<file path="src/rtl/serv_rf_ram_ctrl.sv">
// Bit-serial register file controller: maps 2-bit-wide RAM words onto 32-bit
// registers streamed LSB first, with two read ports and two write ports.
module serv_rf_ram_ctrl #(
  parameter int unsigned WITH_CSR = 1
) (
  input  logic                  i_clk,
  input  logic                  i_rst,
  input  logic                  i_rreq,
  input  logic                  i_wreq,
  output logic                  o_ready,
  input  logic [4+WITH_CSR:0]   i_rreg0,
  input  logic [4+WITH_CSR:0]   i_rreg1,
  input  logic [4+WITH_CSR:0]   i_wreg0,
  input  logic [4+WITH_CSR:0]   i_wreg1,
  input  logic                  i_wen0,
  input  logic                  i_wen1,
  input  logic                  i_wdata0,
  input  logic                  i_wdata1,
  output logic                  o_rdata0,
  output logic                  o_rdata1,
  output logic [8+WITH_CSR:0]   o_waddr,
  output logic [1:0]            o_wdata,
  output logic                  o_wen,
  output logic [8+WITH_CSR:0]   o_raddr,
  input  logic [1:0]            i_rdata
);

  localparam int unsigned RW = 5 + WITH_CSR;
  localparam int unsigned AW = 5 + WITH_CSR + 4;

  typedef enum logic [1:0] {IDLE, ARM1, ARM2, RUN} state_t;

  state_t        state, state_nxt;
  logic [4:0]    cnt;
  logic          rd_q, wr_q;
  logic [RW-1:0] rreg0_q, rreg1_q, wreg0_q, wreg1_q;

  always_comb begin
    state_nxt = state;
    unique case (state)
      IDLE:    if (i_rreq || i_wreq) state_nxt = ARM1;
      ARM1:    state_nxt = ARM2;
      ARM2:    state_nxt = RUN;
      RUN:     if (cnt == 5'd31) state_nxt = IDLE;
      default: state_nxt = IDLE;
    endcase
  end

  always_ff @(posedge i_clk) begin
    if (i_rst) begin
      state   <= IDLE;
      cnt     <= '0;
      o_ready <= 1'b0;
      rd_q    <= 1'b0;
      wr_q    <= 1'b0;
    end else begin
      state   <= state_nxt;
      o_ready <= (state == ARM2);
      cnt     <= (state == RUN) ? cnt + 5'd1 : '0;
      if (state == IDLE && (i_rreq || i_wreq)) begin
        rd_q    <= i_rreq;
        wr_q    <= i_wreq;
        rreg0_q <= i_rreg0;
        rreg1_q <= i_rreg1;
        wreg0_q <= i_wreg0;
        wreg1_q <= i_wreg1;
      end
    end
  end

  // Read addresses alternate rreg0/rreg1 one word ahead of the output stream.
  logic       rsel;
  logic [3:0] rword;

  always_comb begin
    rsel  = 1'b0;
    rword = '0;
    unique case (state)
      ARM1:    rsel = 1'b0;
      ARM2:    rsel = 1'b1;
      RUN: begin
        rsel  = cnt[0];
        rword = cnt[4:1] + 4'd1;
      end
      default: rsel = 1'b0;
    endcase
    o_raddr = {rsel ? rreg1_q : rreg0_q, rword};
  end

  logic [1:0] rbuf0, rbuf1;
  logic       rgate0, rgate1;

  assign rgate0 = rd_q && (rreg0_q != '0);
  assign rgate1 = rd_q && (rreg1_q != '0);

  always_ff @(posedge i_clk) begin
    if (i_rst) begin
      o_rdata0 <= 1'b0;
      o_rdata1 <= 1'b0;
    end else begin
      o_rdata0 <= 1'b0;
      o_rdata1 <= 1'b0;
      if (state == ARM2 || (state == RUN && cnt[0])) rbuf0 <= i_rdata;
      if (state == RUN) begin
        if (!cnt[0]) begin
          rbuf1    <= i_rdata;
          o_rdata0 <= rbuf0[0] & rgate0;
          o_rdata1 <= i_rdata[0] & rgate1;
        end else begin
          o_rdata0 <= rbuf0[1] & rgate0;
          o_rdata1 <= rbuf1[1] & rgate1;
        end
      end
    end
  end

  // Write stream lags the counter by one cycle; port 1 words are staged with
  // their own address so a new request can reload wreg1_q during the drain.
  logic          w_act;
  logic [4:0]    w_cnt;
  logic          wb0, wb1;
  logic          p1_pend, p1_en;
  logic [AW-1:0] p1_addr;
  logic [1:0]    p1_data;

  always_ff @(posedge i_clk) begin
    if (i_rst) begin
      w_act   <= 1'b0;
      w_cnt   <= '0;
      p1_pend <= 1'b0;
      o_wen   <= 1'b0;
    end else begin
      w_act <= (state == RUN) && wr_q;
      w_cnt <= cnt;
      if (w_act && !w_cnt[0]) begin
        wb0 <= i_wdata0;
        wb1 <= i_wdata1;
      end
      if (w_act && w_cnt[0]) begin
        o_wen   <= i_wen0 && (wreg0_q != '0);
        o_waddr <= {wreg0_q, w_cnt[4:1]};
        o_wdata <= {i_wdata0, wb0};
        p1_pend <= 1'b1;
        p1_en   <= i_wen1;
        p1_addr <= {wreg1_q, w_cnt[4:1]};
        p1_data <= {i_wdata1, wb1};
      end else if (p1_pend) begin
        o_wen   <= p1_en;
        o_waddr <= p1_addr;
        o_wdata <= p1_data;
        p1_pend <= 1'b0;
      end else begin
        o_wen <= 1'b0;
      end
    end
  end

endmodule

</file>
<file path="config.mk">
export PLATFORM = sky130hd
export DESIGN_NAME = serv_rf_ram_ctrl
export DESIGN_NICKNAME = d
export VERILOG_FILES = /design/src/rtl/serv_rf_ram_ctrl.sv
export SDC_FILE = /design/constraint.sdc
export NUM_CORES = 1
export LEC_CHECK = 0
export BUFFER_PORTS_ARGS = -buffer_cell sky130_fd_sc_hd__buf_2
export CAP_MARGIN = 15
export CORE_AREA = 5 5 96 62
export CTS_CLUSTER_SIZE = 10
export DETAILED_ROUTE_END_ITERATION = 7
export DIE_AREA = 0 0 101 67
export GPL_TIMING_DRIVEN = 0
export PLACE_DENSITY = 0.82
export SYNTH_ARGS = -nofsm -noshare
export SYNTH_HDL_FRONTEND = slang
export SYNTH_SLANG_ARGS = --single-unit
export TNS_END_PERCENT = 10
</file>
<file path="constraint.sdc">
create_clock -name i_clk -period 8.5 [get_ports i_clk]
set_input_delay 1.275 -clock i_clk [delete_from_list [all_inputs] [get_ports i_clk]]
set_output_delay 1.275 -clock i_clk [all_outputs]
set_load 0.05 [all_outputs]
</file>
## Word level (Yosys, flattened, before mapping)

Cells that the tools add are included.
Widths: inputs -> output; s select.

| operators by class | value |
|---|---|
| add/subtract/negate cells | 2 |
| equality and inequality tests | 6 |
| muxes and demuxes | 15 |
| bitwise operators | 7 |
| reduce and logical (&&, ||, !) cells | 24 |

Operators by type and width:

| cell | count |
|---|---|
| $mux 10 | 2 |
| $reduce_bool 6->1 | 3 |
| $reduce_and 2->1 | 6 |
| $logic_and 1x1->1 | 8 |
| $mux 2 | 4 |
| $pmux 2 s4 | 1 |
| $mux 6 | 1 |
| $add 5x1->5 const B | 1 |
| $eq 5x5->1 const B | 1 |
| $mux 1 | 5 |
| $add 4x1->4 const B | 1 |
| $and 1x1->1 | 4 |
| $eq 2x2->1 const B | 2 |
| $mux 4 | 1 |
| $not 1->1 | 3 |
| $reduce_and 3->1 | 1 |
| $eq 2x1->1 const B | 1 |
| $logic_not 2->1 | 1 |
| $logic_or 1x1->1 | 2 |
| $ne 2x1->1 const B | 1 |
| $ne 2x2->1 const B | 1 |
| $pmux 1 s2 | 1 |
| $reduce_bool 2->1 | 1 |
| $reduce_or 2->1 | 1 |
| $logic_not 1->1 | 1 |

| word-level totals | value |
|---|---|
| register bits after elaboration | 75 |
| bits of input ports | 34 |
| output and inout port bits | 26 |
| logic and storage cells | 78 |

## Longest topological paths before layout

| logic depth | value |
|---|---|
| depth after elaboration | 4 |
| gate-level depth with buffers | 6 |
| gate-level depth less buffers | 6 |

## Worst setup path before layout

OpenSTA, ideal clock, no wires.

| timing | value |
|---|---|
| kind | input to register |
| start | input port i_rst |
| end | register rreg0_q[0] (enable) |
| library setup time | 0.440 ns |
| arrival | 3.317 ns |
| required time | 8.060 ns |
| path slack | 4.742 ns |
| stages on the path | 2 |
| path buffers | 1 |
| cells stage by stage | clkbuf_1 nor3b_1 |

| between the ends | value |
|---|---|
| longest elaborated chain between the ends | 2 |

RTL lines:

| element | RTL line | RTL |
|---|---|---|
| from (decl) | 7 | `input logic i_rst,` |
| $not 1->1 (no line) | n/a |  |
| $reduce_and 2->1 (no line) | n/a |  |
| to (signal assigned) | 63 | `rreg0_q <= i_rreg0;` |
| to (decl) | 36 | `logic [RW-1:0] rreg0_q, rreg1_q, wreg0_q, wreg1_q;` |

No other way between the ends.
A chain may end at the register's enable or synchronous reset.

## Final worst setup path

| timing | value |
|---|---|
| start | register state[0] |
| end | output port o_raddr[9] |

| between the ends | value |
|---|---|
| longest elaborated chain between the ends | 3 |
| elaborated cells between the ends (all ways) | 4 |
| classes of those cells | eq/ne (2); mux (2) |

RTL lines:

| element | RTL line | RTL |
|---|---|---|
| from (decl) | 33 | `state_t state, state_nxt;` |
| from (signal assigned) | 57 | `state <= state_nxt;` |
| $eq 2x2->1 | 78 | `unique case (state)` |
| $pmux 1 s2 * | 78 |  |
| $mux 6 * | 87 | `o_raddr = {rsel ? rreg1_q : rreg0_q, rword};` |
| to (decl) | 24 | `output logic [8+WITH_CSR:0] o_raddr,` |

Mark *: on every way between the ends. The rest lies on a longest branch, timed or not.

==> results.py <==
metrics = {
    "timing": {
        "tightest_slew_ns": 1.036,
        "hold_viol": 0,
        "slew_viol_final": 0,
        "setup_viol_count_final": 0,
        "fin_crit_sh": 0.3811,
        "grt_setup_unrepaired": "false",
        "slew_headroom": 0.3065,
        "fin_tns_setup_ns": 0,
        "finalClockSkew_ns": 0.006249,
        "fmaxAchievable_ghz": 0.3087,
        "period_needed_ns": 3.239,
    },
    "cts": {
        "worstSkewPairLatency_ns": 0.34,
        "cts_resized": 0,
        "cts-hold-fix-buffers": 0,
        "root_buffer": "clkbuf_8",
        "htreeDepth": 3,
        "clk_path_buf_depth": 2,
        "cts_tree": "built",
        "clock-sinks": 74,
        "cts_setup_buffers": 0,
        "cts.reportedPaths.clkPinSlew_ns": 0.07,
        "numCtsBuffers": 9,
    },
    "grt": {
        "antenna_found_initial": 0,
        "grt_max_degree": 14,
        "grtUsageMet1": 0.1882,
        "groute.usage.overall": 0.1509,
        "grt-ovfl-total": 0,
        "grt_pass1_wl_um": 7334,
        "grt.met3_usage": 0.07427,
        "grt_pass1_vias": 1549,
        "use_met2": 0.2189,
        "grt-busiest-layer": "met2",
    },
    "place": {
        "placed_area_um2": 3132,
        "gp_congestion": 0.7703,
        "port_buffers": 59,
        "hpwl_um": 3441,
    },
    "power": {
        "vdd_drop_max_mv": 0.1500,
        "p_per_area_nw_per_um2": 240.0,
        "power_leakage_uw": 0.001300,
    },
    "synth": {
        "synth_compound_area_frac": 0.02792,
        "yosysSeqAreaShare": 0.7396,
        "avgSynthCellArea_um2": 16.27,
        "synth-simple-area-share": 0.09336,
        "synth_xor_area_frac": 0.01281,
        "synth_edf_count": 54,
        "synth_mux_area_frac": 0.08513,
        "synth.most_common_cell": "edfxtp_1",
        "synthTopCellsByArea": "edfxtp_1 59%, dfxtp_1 15%, mux2_2 7.4%",
        "synth_area_um2": 2734,
        "synth-main-ff-cell": "edfxtp_1",
        "yosysUniqueCellTypes": 26,
        "syn_inst": 168,
        "async_flop_share": 0,
        "synth_warnings": 0,
        "synth-seq-cells": 74,
        "synth_top_family_by_area": "simple AND/OR/NAND/NOR gates",
        "yosysTopAreaCellShare": 0.5931,
        "synthTopCellsByCount": "54 x edfxtp_1, 20 x dfxtp_1, 18 x mux2_2, 10 x nand2_1, 9 x nor2b_1",
        "synth_adder_area_share": 0.03204,
        "post-synth-top-area-cell": "edfxtp_1",
        "synth_nets": 209,
    },
    "floorplan": {
        "rows": 20,
        "die-area_um2": 6767,
        "initial_core_util": 0.5546,
        "die_y_um": 67,
        "ios": 60,
        "core_um2": 4930,
        "die_x_um": 101,
    },
    "hold_path": {
        "hold_path_depth": 0,
        "min_to": "p1_addr[6]$_DFFE_PP_",
        "min_from": "wreg1_q[2]$_DFFE_PP_",
        "hp-class": "register to register",
    },
    "route": {
        "vias_per_cell": 4.897,
        "firstDrtPassIters": 4,
        "drc": 0,
        "dr.first_iter.drc_count": 93,
        "via_count": 1518,
        "ant_nets": 0,
        "route.detailed.wl_per_inst_um": 14.64,
        "wl_um": 4538,
    },
    "critical_path": {
        "crit_type": "register to primary output",
        "cp.required_ns": 7.22,
        "start_kind": "register",
        "r2r-end": "p1_addr[8]$_DFFE_PP_",
        "crit_path_end_kind": "primary output",
        "rr_startpoint": "w_act$_SDFF_PP0_",
        "crit_arrival_ns": 1.96,
        "critPathMaxFanout": 6,
        "rr_worst_depth": 3,
        "cpMaxStageDelayCell": "dfxtp_1",
        "cpPeakStageDelay_ns": 0.39,
        "reg2reg_slack_ns": 6.47,
        "cp_cell_sequence": "inv_1 -> ha_1 -> a31oi_4 -> mux2_2 -> buf_2",
    },
    "run": {
        "maxCapViolations": 0,
    },
    "finish": {
        "area_delta_synth_final_pct": 20.50,
        "design_area_um2": 3294,
        "n_fill_cell": 339,
        "drive_gt1_frac": 0.3934,
        "nets": 280,
        "diodes": 0,
    },
    "run_status": {
        "status": "complete, no violations",
    },
}
## critical path, delay by kind of cell, from the launching register on
family / cells / cell delay (ns)
adders and majority gates: 1 / 0.26
muxes: 1 / 0.38
buffers and inverters: 2 / 0.31
DFF: 1 / 0.39
AOI/OAI and AO/OA: 1 / 0.27
## cell usage in the layout, fill, tap and decap left out, types with 3 or more instances in the layout
cell,count
nor3_1,4
clkbuf_8,9
edfxtp_1,54
ha_1,7
a21oi_1,5
and2_1,6
dfxtp_1,20
nor2b_1,9
nand2_1,10
nor2_1,7
mux2_2,18
clkbuf_1,3
buf_2,61
inv_1,3
mux2i_1,3
## worst max-delay path by stage
stage / from / endpoint / slack, ns / cells past startpoint
final: state[0]$_SDFFE_PP0P_ / o_raddr[9] / 5.26 / 5
after detailed placement: i_rst / wreg0_q[3]$_DFFE_PP_ / 5.46 / 4
after global placement: i_rst / wreg0_q[4]$_DFFE_PP_ / 3.91 / 3
after floorplan: i_rst / rreg0_q[0]$_DFFE_PP_ / 4.74 / 2
after global routing: state[0]$_SDFFE_PP0P_ / o_raddr[9] / 5.19 / 5
after CTS: state[0]$_SDFFE_PP0P_ / o_raddr[9] / 5.26 / 5
## report_power, final
group          internal, uW  leakage, uW  switching [uW]  total, uW
Sequential              425     0.000657            15.5        440
Clock                   104    0.0000746             118        222
Combinational          43.4     0.000568            85.3        129
Total                   572      0.00130             218        791
## cell families (layout without fill, tap and decap cells)
| logic type | Yosys count | in the layout |
|---|---|---|
| AOI/OAI and AO/OA | 9 | 9 |
| xor gates and xnor gates | 4 | 4 |
| buffers and inverters | 6 | 82 |
| adders and majority gates | 7 | 7 |
| and+or+nand+nor | 47 | 47 |
| DFF | 74 | 74 |
| muxes | 21 | 21 |
## final cells by class
class,instances,area [um^2],area share
buffer,3,13.76,0.004178
clock buffer,11,131.4,0.03988
clock inverter,5,31.28,0.009495
inverter,3,11.26,0.003418
multi-input combinational,88,691.9,0.2100
sequential,74,2022,0.6137
tap,66,82.58,0.02507
timing repair buffer,60,310.3,0.09419
## stage by stage
step | worst slack [ns] | total power (uW) | std cells | hold WS [ns] | utilization
2_1_floorplan | 4.742 | 537.5 | 168 | 0.4003 | -
4_1_cts | 5.257 | 799.8 | 310 | 0.4172 | 0.6683
3_3_place_gp | 3.914 | 569.2 | 293 | 0.4030 | 0.6312
5_1_grt | 5.186 | 830.4 | 310 | 0.4299 | 0.6683
6_report | 5.261 | 790.8 | 310 | 0.4146 | 0.6683
3_5_place_dp | 5.460 | 577.1 | 294 | 0.4054 | 0.6353
## routing by layer
layer,wire [um],part of all wire,vias to the layer above
li1,-,-,762
met1,2020,0.45,691
met2,2015,0.44,55
met3,445,0.098,10
met4,56,0.012,0
met5,0,0,-
## registers in the layout, indices dropped and copies added, names as in the netlist, 2 cells and up
register	count
o_wdata	2
state	2
rreg0_q	6
o_waddr	10
p1_data	2
p1_addr	10
rreg1_q	6
wreg0_q	6
w_cnt	5
rbuf0	2
wreg1_q	6
cnt	5
No activity file was read; power rests on OpenSTA's default activity.
